===== src/rtl/memory_access_unit_if.sv =====
// -----------------------------------------------------------------------------
// memory_access_unit_if
// Bundles the three signal groups around the memory access unit:
//   request  : reqValid/reqReady handshake plus reqOp, reqAddress, reqData,
//              reqDest (execute stage -> unit)
//   memory   : memEnable, memAddress, memDataInput (unit -> memory),
//              memDataOutput (memory -> unit)
//   response : rspValid/rspReady handshake plus rspData, rspDest, rspError
//              (unit -> writeback)
// Modports:
//   slave  - the unit's view (accepts requests, drives memory and response)
//   master - the environment's view (execute stage, memory and writeback)
// -----------------------------------------------------------------------------
interface memory_access_unit_if #(
   parameter int DEST_WIDTH = 3
);
   logic                  reqValid;
   logic                  reqReady;
   logic [1:0]            reqOp;
   logic [7:0]            reqAddress;
   logic [7:0]            reqData;
   logic [DEST_WIDTH-1:0] reqDest;

   logic                  memEnable;
   logic [7:0]            memAddress;
   logic [7:0]            memDataInput;
   logic [7:0]            memDataOutput;

   logic                  rspValid;
   logic                  rspReady;
   logic [7:0]            rspData;
   logic [DEST_WIDTH-1:0] rspDest;
   logic                  rspError;

   modport slave (
      input  reqValid, reqOp, reqAddress, reqData, reqDest, rspReady, memDataOutput,
      output reqReady, memEnable, memAddress, memDataInput, rspValid, rspData, rspDest,
             rspError
   );

   modport master (
      output reqValid, reqOp, reqAddress, reqData, reqDest, rspReady, memDataOutput,
      input  reqReady, memEnable, memAddress, memDataInput, rspValid, rspData, rspDest,
             rspError
   );
endinterface


===== src/rtl/memory_access_unit.sv =====
// -----------------------------------------------------------------------------
// memory_access_unit
// Sequences one load / store / swap at a time against an 8-bit data memory
// with a registered read port, and returns the read value plus destination
// tag to writeback. Out-of-range addresses and the reserved opcode are
// answered with an error response without touching memory.
// Ports:
//   clk      - rising-edge clock
//   rst      - synchronous active-low reset
//   bus      - memory_access_unit_if.slave (request, memory, response groups)
//   busy     - high whenever the unit is not IDLE
//   state_o  - current FSM state (IDLE=0 READ=1 CAPTURE=2 WRITE=3 RESP=4)
//
// Handshakes: a transfer happens on a rising edge where valid and ready are
// both high. The source holds valid and its payload stable until that edge;
// ready may be asserted independently of valid.
// -----------------------------------------------------------------------------
module memory_access_unit #(
   parameter int MEM_DEPTH  = 33,
   parameter int DEST_WIDTH = 3
) (
   input  logic                       clk,
   input  logic                       rst,
   memory_access_unit_if.slave        bus,
   output logic                       busy,
   output logic [2:0]                 state_o
);

   typedef enum logic [2:0] {
      S_IDLE    = 3'd0,
      S_READ    = 3'd1,
      S_CAPTURE = 3'd2,
      S_WRITE   = 3'd3,
      S_RESP    = 3'd4
   } state_t;

   localparam logic [1:0] OP_LOAD  = 2'b00;
   localparam logic [1:0] OP_STORE = 2'b01;
   localparam logic [1:0] OP_SWAP  = 2'b10;

   state_t                state_q, state_d;
   logic [1:0]            op_q, op_d;
   logic [7:0]            addr_q, addr_d;
   logic [7:0]            wdata_q, wdata_d;
   logic [DEST_WIDTH-1:0] dest_q, dest_d;
   logic [7:0]            rdata_q, rdata_d;
   logic                  err_q, err_d;
   logic                  req_err;

   assign req_err = (bus.reqOp == 2'b11) || (32'(bus.reqAddress) >= 32'(MEM_DEPTH));

   // State register and request latches
   always_ff @(posedge clk) begin
      if (!rst) begin
         state_q <= S_IDLE;
         op_q    <= '0;
         addr_q  <= '0;
         wdata_q <= '0;
         dest_q  <= '0;
         rdata_q <= '0;
         err_q   <= 1'b0;
      end else begin
         state_q <= state_d;
         op_q    <= op_d;
         addr_q  <= addr_d;
         wdata_q <= wdata_d;
         dest_q  <= dest_d;
         rdata_q <= rdata_d;
         err_q   <= err_d;
      end
   end

   // Next-state and latch update
   always_comb begin
      state_d = state_q;
      op_d    = op_q;
      addr_d  = addr_q;
      wdata_d = wdata_q;
      dest_d  = dest_q;
      rdata_d = rdata_q;
      err_d   = err_q;
      unique case (state_q)
         S_IDLE: begin
            if (bus.reqValid) begin
               op_d    = bus.reqOp;
               addr_d  = bus.reqAddress;
               wdata_d = bus.reqData;
               dest_d  = bus.reqDest;
               // Cleared so stores and errors answer with zero data
               rdata_d = '0;
               err_d   = req_err;
               if (req_err)                    state_d = S_RESP;
               else if (bus.reqOp == OP_STORE) state_d = S_WRITE;
               else                            state_d = S_READ;
            end
         end
         S_READ:    state_d = S_CAPTURE;
         S_CAPTURE: begin
            // Memory registered the read address at the end of READ
            rdata_d = bus.memDataOutput;
            state_d = (op_q == OP_SWAP) ? S_WRITE : S_RESP;
         end
         S_WRITE:   state_d = S_RESP;
         S_RESP: begin
            if (bus.rspReady) state_d = S_IDLE;
         end
         default:   state_d = S_IDLE;
      endcase
   end

   // Outputs. Strobes are gated with rst so nothing fires on a reset edge.
   always_comb begin
      bus.reqReady     = 1'b0;
      bus.memEnable    = 1'b0;
      bus.memAddress   = '0;
      bus.memDataInput = '0;
      bus.rspValid     = 1'b0;
      unique case (state_q)
         S_IDLE:    bus.reqReady = rst;
         // The memory takes its read address on the data-input pins
         S_READ:    bus.memDataInput = addr_q;
         S_CAPTURE: bus.memDataInput = addr_q;
         S_WRITE: begin
            bus.memEnable    = rst;
            bus.memAddress   = addr_q;
            bus.memDataInput = wdata_q;
         end
         S_RESP:    bus.rspValid = rst;
         default:   ;
      endcase
   end

   assign bus.rspData  = rdata_q;
   assign bus.rspDest  = dest_q;
   assign bus.rspError = err_q;
   assign busy         = (state_q != S_IDLE);
   assign state_o      = state_q;

   // op_q only steers the CAPTURE exit; load/store are implied by the path taken
   logic unused_ok;
   assign unused_ok = ^{OP_LOAD};

endmodule


===== src/flat_wrapper.sv =====
// flat-port wrapper written by rule: the top's interface ports become plain ports
module memory_access_unit_flat 
#(
   parameter int MEM_DEPTH  = 33,
   parameter int DEST_WIDTH = 3
)
  (clk, rst, busy, state_o, bus_reqValid, bus_reqOp, bus_reqAddress, bus_reqData, bus_reqDest, bus_rspReady, bus_memDataOutput, bus_reqReady, bus_memEnable, bus_memAddress, bus_memDataInput, bus_rspValid, bus_rspData, bus_rspDest, bus_rspError);
  memory_access_unit_if #(.DEST_WIDTH(DEST_WIDTH)) bus_i ();
  input  logic clk;
  input  logic rst;
  output logic busy;
  output logic [2:0] state_o;
  input wire logic [$bits(bus_i.reqValid)-1:0] bus_reqValid;
  input wire logic [$bits(bus_i.reqOp)-1:0] bus_reqOp;
  input wire logic [$bits(bus_i.reqAddress)-1:0] bus_reqAddress;
  input wire logic [$bits(bus_i.reqData)-1:0] bus_reqData;
  input wire logic [$bits(bus_i.reqDest)-1:0] bus_reqDest;
  input wire logic [$bits(bus_i.rspReady)-1:0] bus_rspReady;
  input wire logic [$bits(bus_i.memDataOutput)-1:0] bus_memDataOutput;
  output wire logic [$bits(bus_i.reqReady)-1:0] bus_reqReady;
  output wire logic [$bits(bus_i.memEnable)-1:0] bus_memEnable;
  output wire logic [$bits(bus_i.memAddress)-1:0] bus_memAddress;
  output wire logic [$bits(bus_i.memDataInput)-1:0] bus_memDataInput;
  output wire logic [$bits(bus_i.rspValid)-1:0] bus_rspValid;
  output wire logic [$bits(bus_i.rspData)-1:0] bus_rspData;
  output wire logic [$bits(bus_i.rspDest)-1:0] bus_rspDest;
  output wire logic [$bits(bus_i.rspError)-1:0] bus_rspError;
  assign bus_i.reqValid = bus_reqValid;
  assign bus_i.reqOp = bus_reqOp;
  assign bus_i.reqAddress = bus_reqAddress;
  assign bus_i.reqData = bus_reqData;
  assign bus_i.reqDest = bus_reqDest;
  assign bus_i.rspReady = bus_rspReady;
  assign bus_i.memDataOutput = bus_memDataOutput;
  assign bus_reqReady = bus_i.reqReady;
  assign bus_memEnable = bus_i.memEnable;
  assign bus_memAddress = bus_i.memAddress;
  assign bus_memDataInput = bus_i.memDataInput;
  assign bus_rspValid = bus_i.rspValid;
  assign bus_rspData = bus_i.rspData;
  assign bus_rspDest = bus_i.rspDest;
  assign bus_rspError = bus_i.rspError;
  memory_access_unit #(.MEM_DEPTH(MEM_DEPTH), .DEST_WIDTH(DEST_WIDTH)) u_core (.clk(clk), .rst(rst), .bus(bus_i), .busy(busy), .state_o(state_o));
endmodule

===== config.mk =====
export PLATFORM = sky130hd
export DESIGN_NAME = memory_access_unit_flat
export DESIGN_NICKNAME = d
export VERILOG_FILES = /design/src/rtl/memory_access_unit_if.sv /design/src/rtl/memory_access_unit.sv /design/src/flat_wrapper.sv
export SDC_FILE = /design/constraint.sdc
export NUM_CORES = 1
export LEC_CHECK = 0
export ABC_AREA = 1
export BUFFER_PORTS_ARGS = -buffer_cell sky130_fd_sc_hd__clkbuf_2
export CAP_MARGIN = 30
export CORE_UTILIZATION = 51
export CTS_BUF_LIST = sky130_fd_sc_hd__clkbuf_8
export DETAILED_ROUTE_END_ITERATION = 10
export GPL_ROUTABILITY_DRIVEN = 1
export PLACE_DENSITY = 0.95
export SYNTH_ARGS = -nofsm -noshare
export SYNTH_HDL_FRONTEND = slang
export SYNTH_SLANG_ARGS = --single-unit
export TNS_END_PERCENT = 10

===== constraint.sdc =====
create_clock -name clk -period 1.95 [get_ports clk]
set_clock_uncertainty 0.1 [all_clocks]
set_input_delay 0.195 -clock clk [delete_from_list [all_inputs] [get_ports clk]]
set_output_delay 0.195 -clock clk [all_outputs]
set_load 0.02 [all_outputs]

Yosys cells after proc, flatten, opt, wreduce, memory -nomap -nowiden:

Index checks and enable logic that the tools add are counted.

* flip-flop bits (word level): 33
* bits of input ports: 33
* output and inout port bits: 35
* word-level logic and storage cells: 38

* $lt $le $gt $ge: 1
* equality and inequality tests: 9
* muxes and demuxes: 13
* reductions and logical operators: 8

Operator list (number)
* 8-bit one-hot mux with 2 select lines: 2
* 8-bit 2-to-1 mux: 2
* 3-bit one-hot mux with 5 select lines: 1
* 3-bit 2-to-1 mux: 4
* 8-bit by 6-bit >= comparator with 1-bit output (second input constant): 1
* 3-bit by 2-bit == test with 1-bit output (second input constant): 2
* 2-bit AND reduction: 3
* 2-bit == test (second input constant): 2
* 2-bit != test (second input constant): 2
* 3-bit by 1-bit == test with 1-bit output (second input constant): 1
* 3-bit == test (second input constant): 1
* 3-bit logical NOT: 1
* 1-bit 2-to-1 mux: 3
* 3-bit nonzero test: 1
* 2-bit by 1-bit == test with 1-bit output (second input constant): 1
* 2-bit 2-to-1 mux: 1
* 2-bit nonzero test: 1
* 2-bit OR reduction: 1
* 1-bit logical OR: 1

Depth between registers and ports, before layout:

* depth in word-level cells: 5
* mapped depth: 8
* gate-level depth less buffers: 8

Worst setup path after synthesis:

Ideal clock, no wire load.

* kind: reg2out
* start: register u_core.state_q[0], in the netlist u_core.state_o[0]
* end: output port bus_memDataInput[1]
* arrival: 1.411 ns
* required time: 1.655 ns
* path slack: 0.244 ns
* stages on the path, launching flop included: 4
* buffers on the path: 1
* cells stage by stage: dfxtp_1 > nand3_1 > buf_2 > o22ai_1

* cells in the longest elaborated chain, start to end: 3
* elaborated cells between the ends (all ways): 5
* those cells by class: 3 x eq/ne; 1 x mux; 1 x reduce/logical

RTL lines
* from (decl): RTL line memory_access_unit.sv:41 `state_t state_q, state_d;`
* from (signal assigned): RTL line memory_access_unit.sv:63 `state_q <= state_d;`
* 3-bit by 1-bit == test with 1-bit output / 3-bit by 2-bit == test with 1-bit output (equally long branches): RTL line memory_access_unit.sv:118 `unique case (state_q)`
* 2-bit OR reduction (no source line)
* 8-bit one-hot mux with 2 select lines (*): RTL line memory_access_unit.sv:118
* to (decl): RTL line flat_wrapper.sv:23 `output wire logic [$bits(bus_i.memDataInput)-1:0] bus_memDataInput;`

Mark *: on every way between the ends. The rest lies on a longest branch, timed or not.

Worst setup path in the final report:

* start: register u_core.state_q[2], in the netlist u_core.state_o[2]
* end: output port bus_memDataInput[4]

Same word-level chain as after synthesis.

==> impl_results.md <==
* Outcome: finished clean
* Global-route wire length before repair at 5090 microns
* Port Buffers at 67
* PwrDens at approximately 800 nW/um^2
* FMAX at 566 MHz
* CP required at roughly 1.7 ns
* WL/cell at between 10 and 15 microns
* Avg Cell Area, Syn at around 7.3 sq um
* Share of synthesized registers carrying an async set or reset at 0%
* Leak pwr at a little over 0.9 nW
* R2r setup slk at ~0.43 ns
* N_diodes at 0
* Post-layout nets at around 300
* CTS tree: yes
* Cell with the most instances after synthesis: dfxtp_1
* Drt total wl at 3360 microns
* IO Count at between 60 and 70
* Hold WC Path Type: input pin to register
* Final Slew Violations at 0
* Die area at ~3000 sq um
* Top post-synthesis cells by area: dfxtp_1 46%, a21oi_1 11%, inv_1 8.1%
* Transition time at the pin with the least slew margin at between 0.3 and 0.4 ns
* DR iter-0 viols at 23
* Die W at about 55 microns
* Vias in the first global route at ~1.2k
* H-tree level count at 2
* First-pass DRT Iterations at 4
* Synth area leader: dfxtp_1
* Skew-Pair Late Insertion Delay at approximately 0.27 ns
* MaxCap Viol Count at 0
* Post-DP HPWL at about 2400 microns
* Max VDD drop at slightly above 900 uV
* Top FF cell, synth: dfxtp_1
* CP Max Fanout at 8
* FP Rows at 18
* Synth top cells by count: 33 x dfxtp_1, 31 x a21oi_1, 31 x inv_1
* Setup TNS at 0 ns
* Synth top area share at between 40% and 50%
* RSZ-0062 raised after global routing: no
* CP max stage delay at about 0.45 ns
* HP Start: bus_memDataOutput[0]
* Core area at around 2600 sq um
* Initial Utilization at a little under three fifths
* Nature of the critical path endpoint: output port
* Share of layout cells above drive strength 1 at between 30% and 40%
* Post-synthesis to final-layout area growth at 31.7%
* Critical path arrival at around 1.5 ns
* Period Utilization, post-route at a little over 90%
* Setup crit start kind: register
* Seq/Total Area, Yosys at between 40% and 50%
* Clock buffer depth at 2
* Vias at ~1.5k
* DRT antenna net count at 0
* Cell Area, Synth at between 1000 and 1500 sq um
* WS Path Type: register to output port
* Synthesized flop and latch total at 33
* Netlist cell types at 18
* Gr ovfl total at 0
* Hold EP: u_core.bus.rspData[0]
* Clk slew on worst S/H paths at ~0.070 ns
* Worst Reg-to-Reg Cells at 7
* Syn_nets at 229
* Critical path's slowest cell: dfxtp_1
* Pin count of the biggest net entering global routing at between 40 and 50
* Reg-to-reg endpoint: u_core.state_o[0]
* Final GP Congestion at around 0.82
* DRC viols at 0
* Final setup viols at 0
* Vias per cell at 5.02
* Post-synth EDFFs at 0
* Initial antenna violation count at 0
* GR Util All Layers at roughly a quarter
* Die extent in y at 55.0 microns
* Worst slack, placed at approximately 0.32 ns
* Reg-to-Reg Start: u_core.state_o[2]
* Final min period at roughly 1.8 ns
* Slew margin rel. at about three quarters
* CTS sink cnt at 33
* Final WS setup at between 0.15 and 0.2 ns
* CTS root buf: clkbuf_8
* TritonCTS Buffers at 5
* Post-CTS Hold Fix Bufs at 0
* Synthesis Warnings at 0
* Mapped Cells at 196
* Final hold vios at 0
* Crit-path cells: inv_1, nand3_1, nand2_1, inv_2, o22ai_1, clkbuf_2
* Hold Path Depth at 3
==> report_power, final <==
group	switching [mW]	internal (mW)
clock	0.236	0.319
combinational	0.136	0.0804
sequential	0.0162	0.718
total	0.388	1.12
==> metrics by stage <==
step	hold WS (ns)	instance area, sq um	std cells	power (mW)	util [%]
after floorplan	0.233	1430	196	0.894	-
after global placement	0.333	1780	289	0.958	69.3
after detailed placement	0.336	1780	289	0.966	69.3
after CTS	0.0438	1880	297	1.51	73.3
after global routing	0.0461	1880	297	1.58	73.3
final	0.0433	1880	297	1.51	73.3
==> registers in the layout (all words and copies together) (netlist names) <==
register / flops
u_core.op_q: 2
u_core.bus.rspError: 1
u_core.wdata_q: 8
u_core.state_o: 3
u_core.bus.rspData: 8
u_core.addr_q: 8
u_core.bus.rspDest: 3
==> layer usage <==
metal  up-vias  GRT usage [%]  share of wire [%]
met5         -              0                  0
met4         0           10.0                1.4
met3         4           6.83                4.8
met2        39           40.8                 50
met1       665           28.2                 44
li1        784              -                  -
==> layout make-up <==
cell class	count	area [sq um]
Timing Repair Buffer	72	373
Fill cell	213	684
Multi-Input combinational cell	121	586
Clock inverter	1	5.00
Clock buffer	7	96.3
Inverter	33	124
Sequential cell	33	662
Tap cell	30	37.5
==> cells by family (layout without fill, tap and decap cells) <==
logic type | Yosys count | count (layout) | synth area share (%)
buffers and inverters | 42 | 113 | 12.9
AND/OR/NAND/NOR | 60 | 60 | 18.8
AO/OA/AOI/OAI | 61 | 61 | 22.1
flip-flops | 33 | 33 | 46.2
==> how the worst max path moves through the flow <==
stage,startpoint,endpoint,slack (ns),depth (start not counted)
5_1_grt,u_core.state_o[2],bus_memDataInput[6],0.02,6
4_1_cts,u_core.state_o[0],bus_memDataInput[7],0.02,6
6_report,u_core.state_o[2],bus_memDataInput[4],0.18,6
3_3_place_gp,u_core.state_o[0],bus_memDataInput[5],0.41,6
3_5_place_dp,u_core.state_o[0],bus_memDataInput[7],0.32,6
2_1_floorplan,u_core.state_o[0],bus_memDataInput[1],0.24,3
==> cells in the final DEF (no fill, tap or decap) <==
| cell | synthesis | routed |
|---|---|---|
| o21ai_0 | 20 | 20 |
| buf_4 | 0 | 5 |
| nand3_1 | 17 | 17 |
| o21ai_1 | 1 | 1 |
| clkinv_2 | 0 | 1 |
| clkbuf_8 | 0 | 7 |
| inv_1 | 31 | 30 |
| dfxtp_1 | 33 | 32 |
| clkinv_1 | 2 | 2 |
| o22ai_1 | 8 | 8 |
| inv_2 | 0 | 1 |
| dfxtp_2 | 0 | 1 |
| nor4_1 | 1 | 1 |
| a21oi_1 | 31 | 31 |
| nand4_1 | 2 | 2 |
| clkbuf_2 | 0 | 67 |
| nor2_1 | 17 | 17 |
| nand2_2 | 1 | 1 |
| a31oi_1 | 1 | 1 |
| nand2_1 | 21 | 21 |
| nor3_4 | 1 | 1 |
==> worst max-delay path: cells and delay by family (launching register included) <==
| kind | cells | cell delay (ns) |
|---|---|---|
| flops | 1 | 0.45 |
| buf+inv | 3 | 0.42 |
| simple gates | 2 | 0.23 |
| compound gates | 1 | 0.09 |
==> what timing repair did <==
action / in CTS / in global routing
endpoints found under the setup margin: 0 / 8
setup buffers: 0 / 0
resized for setup: 0 / 2
No activity file was read; power rests on OpenSTA's default activity.
